`config.mk`:
```
export PLATFORM = sky130hd
export DESIGN_NAME = nor_bist_ctrl_flat
export DESIGN_NICKNAME = d
export VERILOG_FILES = /design/src/rtl/nor_bist_if.sv /design/src/rtl/nor_bist_ctrl.sv /design/src/flat_wrapper.sv
export SDC_FILE = /design/constraint.sdc
export NUM_CORES = 1
export LEC_CHECK = 0
export CAP_MARGIN = 20
export CORE_ASPECT_RATIO = 1.5
export CORE_MARGIN = 1
export CORE_UTILIZATION = 40
export CTS_CLUSTER_SIZE = 16
export DETAILED_ROUTE_END_ITERATION = 10
export MAX_ROUTING_LAYER = met4
export PLACE_DENSITY = 0.61
export SYNTH_ARGS = -nofsm -noshare
export SYNTH_HDL_FRONTEND = slang
export SYNTH_SLANG_ARGS = --single-unit
export TNS_END_PERCENT = 50
```
`constraint.sdc`:
```
create_clock -name clk -period 4.25 [get_ports clk]
set_clock_uncertainty 0.15 [all_clocks]
set_input_delay 1.275 -clock clk [delete_from_list [all_inputs] [get_ports clk]]
set_output_delay 1.275 -clock clk [all_outputs]
set_load 0.02 [all_outputs]
```
`src/rtl/nor_bist_if.sv`:
```
// -----------------------------------------------------------------------------
// nor_bist_if
// Bundles the sweep controls and the gate-under-test connection of the NOR
// built-in self-test controller.
//
//   start    : request one test sweep (driven by master)
//   abort    : terminate a sweep in progress (driven by master)
//   dut_out  : output of the gate under test (driven by master side / gate)
//   dut_a    : input A applied to the gate under test (driven by slave)
//   dut_b    : input B applied to the gate under test (driven by slave)
//   busy     : sweep in progress (driven by slave)
//   done     : one-cycle completion pulse (driven by slave)
//   pass     : result of the last completed sweep (driven by slave)
//   fail_vec : per-vector mismatch flags, bit k = vector {a,b}=k (driven by slave)
//
// Modports: master = test sequencer / environment, slave = nor_bist_ctrl.
// -----------------------------------------------------------------------------
interface nor_bist_if;
   logic       start;
   logic       abort;
   logic       dut_out;
   logic       dut_a;
   logic       dut_b;
   logic       busy;
   logic       done;
   logic       pass;
   logic [3:0] fail_vec;

   modport master (
      output start, abort, dut_out,
      input  dut_a, dut_b, busy, done, pass, fail_vec
   );

   modport slave (
      input  start, abort, dut_out,
      output dut_a, dut_b, busy, done, pass, fail_vec
   );
endinterface

```
`src/rtl/nor_bist_ctrl.sv`:
```
// -----------------------------------------------------------------------------
// nor_bist_ctrl
// Exhaustive functional test of a 2-input gate. On an accepted start the four
// input vectors {a,b} = 0,1,2,3 are applied in order, each held for SETTLE
// cycles; dut_out is compared (case-equality) against TRUTH[{a,b}] in the last
// cycle of each window. Mismatches are flagged per vector in fail_vec and the
// overall result is reported on pass together with a one-cycle done pulse.
//
// Parameters:
//   SETTLE : cycles each vector is held before sampling (1..255, 0 acts as 1)
//   TRUTH  : expected gate output indexed by {a,b} (default 4'b0001 = NOR)
//
// Ports:
//   clk   : single clock, rising edge
//   rst_n : asynchronous active-low reset
//   bus   : nor_bist_if.slave (start/abort/dut_out in, vectors/status out)
// -----------------------------------------------------------------------------
module nor_bist_ctrl #(
   parameter int unsigned SETTLE = 4,
   parameter logic [3:0]  TRUTH  = 4'b0001
) (
   input logic          clk,
   input logic          rst_n,
   nor_bist_if.slave    bus
);

   // A settle of zero would leave no sampling cycle; treat it as one.
   localparam int unsigned S_EFF = (SETTLE == 0) ? 1 : SETTLE;
   localparam logic [7:0]  LAST  = 8'(S_EFF - 1);

   typedef enum logic [1:0] {
      IDLE = 2'd0,
      RUN  = 2'd1,
      DONE = 2'd2
   } state_t;

   state_t     state,    state_d;
   logic [1:0] vec,      vec_d;
   logic [7:0] cnt,      cnt_d;
   logic       dut_a_q,  dut_a_d;
   logic       dut_b_q,  dut_b_d;
   logic [3:0] fail_q,   fail_d;
   logic       pass_q,   pass_d;
   logic       mismatch;

   // NOTE: sequential state uses non-blocking assignments so every register
   // samples the pre-edge values computed by the combinational process.
   always_ff @(posedge clk or negedge rst_n) begin
      if (!rst_n) begin
         state   <= IDLE;
         vec     <= 2'd0;
         cnt     <= 8'd0;
         dut_a_q <= 1'b0;
         dut_b_q <= 1'b0;
         fail_q  <= 4'b0000;
         pass_q  <= 1'b0;
      end else begin
         state   <= state_d;
         vec     <= vec_d;
         cnt     <= cnt_d;
         dut_a_q <= dut_a_d;
         dut_b_q <= dut_b_d;
         fail_q  <= fail_d;
         pass_q  <= pass_d;
      end
   end

   // NOTE: every signal assigned here gets a default first, so no path can
   // leave a value unassigned and infer a latch.
   always_comb begin
      state_d  = state;
      vec_d    = vec;
      cnt_d    = cnt;
      dut_a_d  = dut_a_q;
      dut_b_d  = dut_b_q;
      fail_d   = fail_q;
      pass_d   = pass_q;
      mismatch = 1'b0;

      case (state)
         IDLE: begin
            // abort beats start; the vector registers are already 0 here.
            if (bus.start && !bus.abort) begin
               state_d = RUN;
               vec_d   = 2'd0;
               cnt_d   = 8'd0;
               dut_a_d = 1'b0;
               dut_b_d = 1'b0;
               fail_d  = 4'b0000;
               pass_d  = 1'b0;
            end
         end

         RUN: begin
            if (bus.abort) begin
               // Abort takes priority over a sample in the same cycle; flags
               // of vectors already sampled are kept, pass stays cleared.
               state_d = IDLE;
               vec_d   = 2'd0;
               cnt_d   = 8'd0;
               dut_a_d = 1'b0;
               dut_b_d = 1'b0;
            end else if (cnt == LAST) begin
               // Case-inequality so X/Z on the gate output counts as a failure.
               mismatch     = (bus.dut_out !== TRUTH[vec]);
               fail_d[vec]  = fail_q[vec] | mismatch;
               cnt_d        = 8'd0;
               if (vec == 2'd3) begin
                  // Last vector: index stays at 3, gate inputs return to 0.
                  state_d = DONE;
                  dut_a_d = 1'b0;
                  dut_b_d = 1'b0;
                  pass_d  = (fail_d == 4'b0000);
               end else begin
                  vec_d   = vec + 2'd1;
                  dut_a_d = vec_d[1];
                  dut_b_d = vec_d[0];
               end
            end else begin
               cnt_d = cnt + 8'd1;
            end
         end

         DONE: begin
            state_d = IDLE;
            vec_d   = 2'd0;
            cnt_d   = 8'd0;
         end

         default: begin
            state_d = IDLE;
            vec_d   = 2'd0;
            cnt_d   = 8'd0;
            dut_a_d = 1'b0;
            dut_b_d = 1'b0;
         end
      endcase
   end

   assign bus.dut_a    = dut_a_q;
   assign bus.dut_b    = dut_b_q;
   assign bus.busy     = (state == RUN);
   assign bus.done     = (state == DONE);
   assign bus.pass     = pass_q;
   assign bus.fail_vec = fail_q;

endmodule

```
`src/flat_wrapper.sv`:
```
// flat-port wrapper written by rule: the top's interface ports become plain ports
module nor_bist_ctrl_flat 
#(
   parameter int unsigned SETTLE = 4,
   parameter logic [3:0]  TRUTH  = 4'b0001
)
  (clk, rst_n, bus_start, bus_abort, bus_dut_out, bus_dut_a, bus_dut_b, bus_busy, bus_done, bus_pass, bus_fail_vec);
  nor_bist_if bus_i ();
  input logic clk;
  input logic rst_n;
  input wire logic [$bits(bus_i.start)-1:0] bus_start;
  input wire logic [$bits(bus_i.abort)-1:0] bus_abort;
  input wire logic [$bits(bus_i.dut_out)-1:0] bus_dut_out;
  output wire logic [$bits(bus_i.dut_a)-1:0] bus_dut_a;
  output wire logic [$bits(bus_i.dut_b)-1:0] bus_dut_b;
  output wire logic [$bits(bus_i.busy)-1:0] bus_busy;
  output wire logic [$bits(bus_i.done)-1:0] bus_done;
  output wire logic [$bits(bus_i.pass)-1:0] bus_pass;
  output wire logic [$bits(bus_i.fail_vec)-1:0] bus_fail_vec;
  assign bus_i.start = bus_start;
  assign bus_i.abort = bus_abort;
  assign bus_i.dut_out = bus_dut_out;
  assign bus_dut_a = bus_i.dut_a;
  assign bus_dut_b = bus_i.dut_b;
  assign bus_busy = bus_i.busy;
  assign bus_done = bus_i.done;
  assign bus_pass = bus_i.pass;
  assign bus_fail_vec = bus_i.fail_vec;
  nor_bist_ctrl #(.SETTLE(SETTLE), .TRUTH(TRUTH)) u_core (.clk(clk), .rst_n(rst_n), .bus(bus_i));
endmodule
```
==> impl_metrics.tcl <==
set metrics [dict create \
    status "finished, final reports clean" \
    clk_pin_slew_worst_paths_ns 0.07 \
    synth_fa_ha_area_share_pct 5.21 \
    nNetsFinal 144 \
    drt_iter0_markers 10 \
    buffer_ports.inserted 13 \
    synthSimpleGateAreaFrac_pct 21.7 \
    wl_per_cell_um 13.7 \
    clock_tree.buffer_depth 2 \
    finalSetupTns_ns 0 \
    timing.critical_path.cells "nor2b_1 > clkdlybuf4s50_1" \
    place_inst 168 \
    crit_cells 2 \
    placed_wire_length_estimate_after_detailed_placement_mm 1.88 \
    period_share_pct 72.5 \
    worst_slack_ns 1.17 \
    postRouteWirelength_mm 2.36 \
    total_switching_power_mw 0.112 \
    gp_routability_congestion 0.785 \
    cts_tree "yes" \
    unrepaired_setup_endpoints_after_global_routing "false" \
    max_slew.worst_pin.slew_ns 0.835 \
    layout.cells.most_common "sky130_fd_sc_hd__dfrtp_1" \
    number_of_synthesized_flops_with_an_enable_pin 0 \
    starting_density_of_the_core_pct 41.6 \
    crit_path_top_delay_cell "sky130_fd_sc_hd__clkdlybuf4s50_1" \
    power.share.sequential_pct 50.0 \
    drive_above_1_share_pct 12.8 \
    antenna_found_initial 0 \
    finalNonFillerCells 172 \
    postCtsSetupRepairBufs 0 \
    cts.sink_count 19 \
    worst_setup_path_start_kind "register" \
    synthCells 119 \
    crit_required_ns 2.82 \
    h_tree_level_count 1 \
    clock_latency_ns 0.25 \
    overflow 0 \
    largest_net_degree_at_the_start_of_global_routing 20 \
    cts_repair_resize_count 0 \
    seq_area_frac_synth_pct 39.6 \
    layout-area-overhead-vs-synth_pct 17.3 \
    maxCapViolCount 0 \
    timing_hold_violations_final 0 \
    area.sequential_um2 475 \
    regToRegStartpoint "u_core.cnt[0]$_DFFE_PN0N_" \
    r2r_setup_slack_ns 2.23 \
    pwr-share-comb_pct 19.3 \
    power_switching_share_pct 27.9 \
    total_power_per_unit_cell_area_nw_per_um2 287 \
    firstDrtPassIters 4 \
    peak_supply_drop_mv 0.183 \
    hold_class "reg2reg" \
    mappedNetlistArea_um2 1200 \
    layout.cells.most_common_list "sky130_fd_sc_hd__dfrtp_1, sky130_fd_sc_hd__clkdlybuf4s50_1, sky130_fd_sc_hd__nor2_1, sky130_fd_sc_hd__inv_1" \
    timing.slew.headroom_pct 44.2 \
    ff2ff_path_depth 5 \
    period_needed_ns 3.08 \
    synth_compound_gate_area_share_pct 21.0 \
    criticalPathCategory "reg2out" \
    area_of_the_multi_input_gates_um2 671 \
    dp_slack_ns 1.11 \
    synthesis.yosys.warnings 0 \
    critPathBufInv 1 \
    worst_setup_path_end_kind "primary output" \
    clock_power_share_pct 30.7 \
    post_synth_mux_area_share_pct 3.65 \
    synth_nets 129 \
    final.hold.worst_slack_ns 0.359 \
    floorplan.die.width_um 46.7 \
    ant_nets 0 \
    timing.fmax_ghz 0.325 \
    route.detailed.drc 0 \
    slew_violations 0 \
    synth_top_family_by_area "simple AND/OR/NAND/NOR gates" \
    worstPathMaxFanout 11 \
    synth_cell_type_count 49 \
    ios 14 \
    timing.final.setup_violations 0 \
    timing.critical_path.from "u_core.state[0]$_DFFE_PN0P_" \
    buffer_type_at_the_clock_tree_root "sky130_fd_sc_hd__clkbuf_8" \
    vias_per_cell 5.27 \
    yosys.area_share.xor_xnor_pct 4.38 \
    synth_ff_type "sky130_fd_sc_hd__dfrtp_1" \
    power.internal_mw 0.291 \
    grt_total_usage_pct 16.9 \
    timing.critical_path.max_delay_family "buffers and inverters" \
    grt_pass1_vias 864 \
    cp_data_arrival_time_ns 1.65 \
    num_antenna_cells 0 \
    num_cts_buffers 3 \
    ys_async_sr_fraction_pct 100 \
    route.vias.total 906 \
    fp.dieArea_um2 3230 \
    fp.coreArea_um2 2880 \
    avgSynthCellArea_um2 10.1 \
    wire_length_of_the_first_global_routing_pass_mm 3.85 \
    p_total_mw 0.404 \
    crit-reg2reg-capture "u_core.bus.fail_vec[2]$_DFFE_PN0P_" \
    cpPeakStageDelay_ns 0.65 \
    cts_hold_repair.buffers 0 \
    die-height_um 69.1 \
    core.rowCount 24 \
    synth-seq-cells 19 \
    cellLeakagePower_nw 0.592 \
    crit_end "bus_done" \
    num-fill-cells 297 \
]
stage by stage:
stage / utilization (%) / cell area (um2)
2_1_floorplan: - / 1200
3_3_place_gp: 47.3 / 1360
3_5_place_dp: 47.3 / 1360
4_1_cts: 48.8 / 1410
5_1_grt: 48.8 / 1410
6_report: 48.8 / 1410
area by class of cell:
cell class	instances	share of cell area (%)
multi-input cells	87	47.6
flip-flops and latches	19	33.8
repair buffers	13	9.24
well taps	39	3.47
clock buffers	4	3.20
inverters	10	2.67
worst reg2reg max path, cell delays in order (launching register included):
cell                      delay (ns)
sky130_fd_sc_hd__dfrtp_1        0.43
sky130_fd_sc_hd__ha_1           0.25
sky130_fd_sc_hd__nor4b_4        0.34
sky130_fd_sc_hd__a31oi_1        0.22
sky130_fd_sc_hd__a211o_1        0.31
sky130_fd_sc_hd__a22o_1         0.22
logic make-up after synthesis:
logic type                 after synthesis
muxes                                    3
buffers and inverters                   13
adders and majority gates                5
and+or+nand+nor                         40
DFF                                     19
xor gates and xnor gates                 6
AOI/OAI and AO/OA                       33
worst min-delay path by stage:
stage | start | endpoint | slack, ns | cells after the start
3_3_place_gp | u_core.bus.dut_b$_DFFE_PN0P_ | u_core.bus.dut_b$_DFFE_PN0P_ | 0.35 | 1
2_1_floorplan | u_core.cnt[1]$_DFFE_PN0N_ | u_core.cnt[1]$_DFFE_PN0N_ | 0.37 | 1
4_1_cts | u_core.bus.pass$_DFFE_PN0P_ | u_core.bus.pass$_DFFE_PN0P_ | 0.37 | 2
6_report | u_core.bus.pass$_DFFE_PN0P_ | u_core.bus.pass$_DFFE_PN0P_ | 0.36 | 2
3_5_place_dp | u_core.bus.pass$_DFFE_PN0P_ | u_core.bus.pass$_DFFE_PN0P_ | 0.35 | 2
5_1_grt | u_core.bus.dut_b$_DFFE_PN0P_ | u_core.bus.dut_b$_DFFE_PN0P_ | 0.39 | 1
cell usage after synthesis (2+ instances only):
master | n | area, um2
sky130_fd_sc_hd__o2111ai_1 | 2 | 17.5
sky130_fd_sc_hd__a21oi_2 | 2 | 17.5
sky130_fd_sc_hd__a22o_1 | 4 | 35.0
sky130_fd_sc_hd__nand3_1 | 2 | 10.0
sky130_fd_sc_hd__o21ai_0 | 4 | 20.0
sky130_fd_sc_hd__a211o_1 | 3 | 26.3
sky130_fd_sc_hd__a31oi_1 | 3 | 18.8
sky130_fd_sc_hd__or3_1 | 2 | 12.5
sky130_fd_sc_hd__xnor2_1 | 3 | 26.3
sky130_fd_sc_hd__dfrtp_1 | 19 | 475
sky130_fd_sc_hd__a21oi_1 | 5 | 25.0
sky130_fd_sc_hd__xor2_1 | 3 | 26.3
sky130_fd_sc_hd__nor4b_1 | 2 | 17.5
sky130_fd_sc_hd__inv_1 | 10 | 37.5
sky130_fd_sc_hd__o21bai_1 | 2 | 15.0
sky130_fd_sc_hd__nand2_1 | 2 | 7.51
sky130_fd_sc_hd__nor2b_1 | 4 | 25.0
sky130_fd_sc_hd__nor2_1 | 11 | 41.3
sky130_fd_sc_hd__nand2b_1 | 2 | 12.5
sky130_fd_sc_hd__ha_1 | 5 | 62.6
flip-flops by register name, summed over array words and instances (netlist names):
name / cells
u_core.bus.pass: 1
u_core.bus.dut_a: 1
u_core.cnt: 8
u_core.vec: 2
u_core.state: 2
u_core.bus.fail_vec: 4
u_core.bus.dut_b: 1
power by group through the flow:
stage	combinational [mW]	clock [mW]	sequential (mW)
after floorplan	0.0537	0	0.203
after global placement	0.0783	0	0.205
after detailed placement	0.0785	0	0.206
after CTS	0.0792	0.130	0.202
after global routing	0.0870	0.137	0.203
final	0.0777	0.124	0.202
routing by layer:
| layer | GRT usage, % | wire length, um | share of wire, % | vias up |
|---|---|---|---|---|
| met5 | - | 0 | 0 | - |
| met3 | 2.36 | 38 | 1.6 | 2 |
| met4 | 5.71 | 21 | 0.89 | 0 |
| met2 | 29.0 | 1300 | 55 | 9 |
| li1 | - | - | - | 454 |
| met1 | 19.0 | 999 | 42 | 441 |
(Power assumes the default switching activity.)
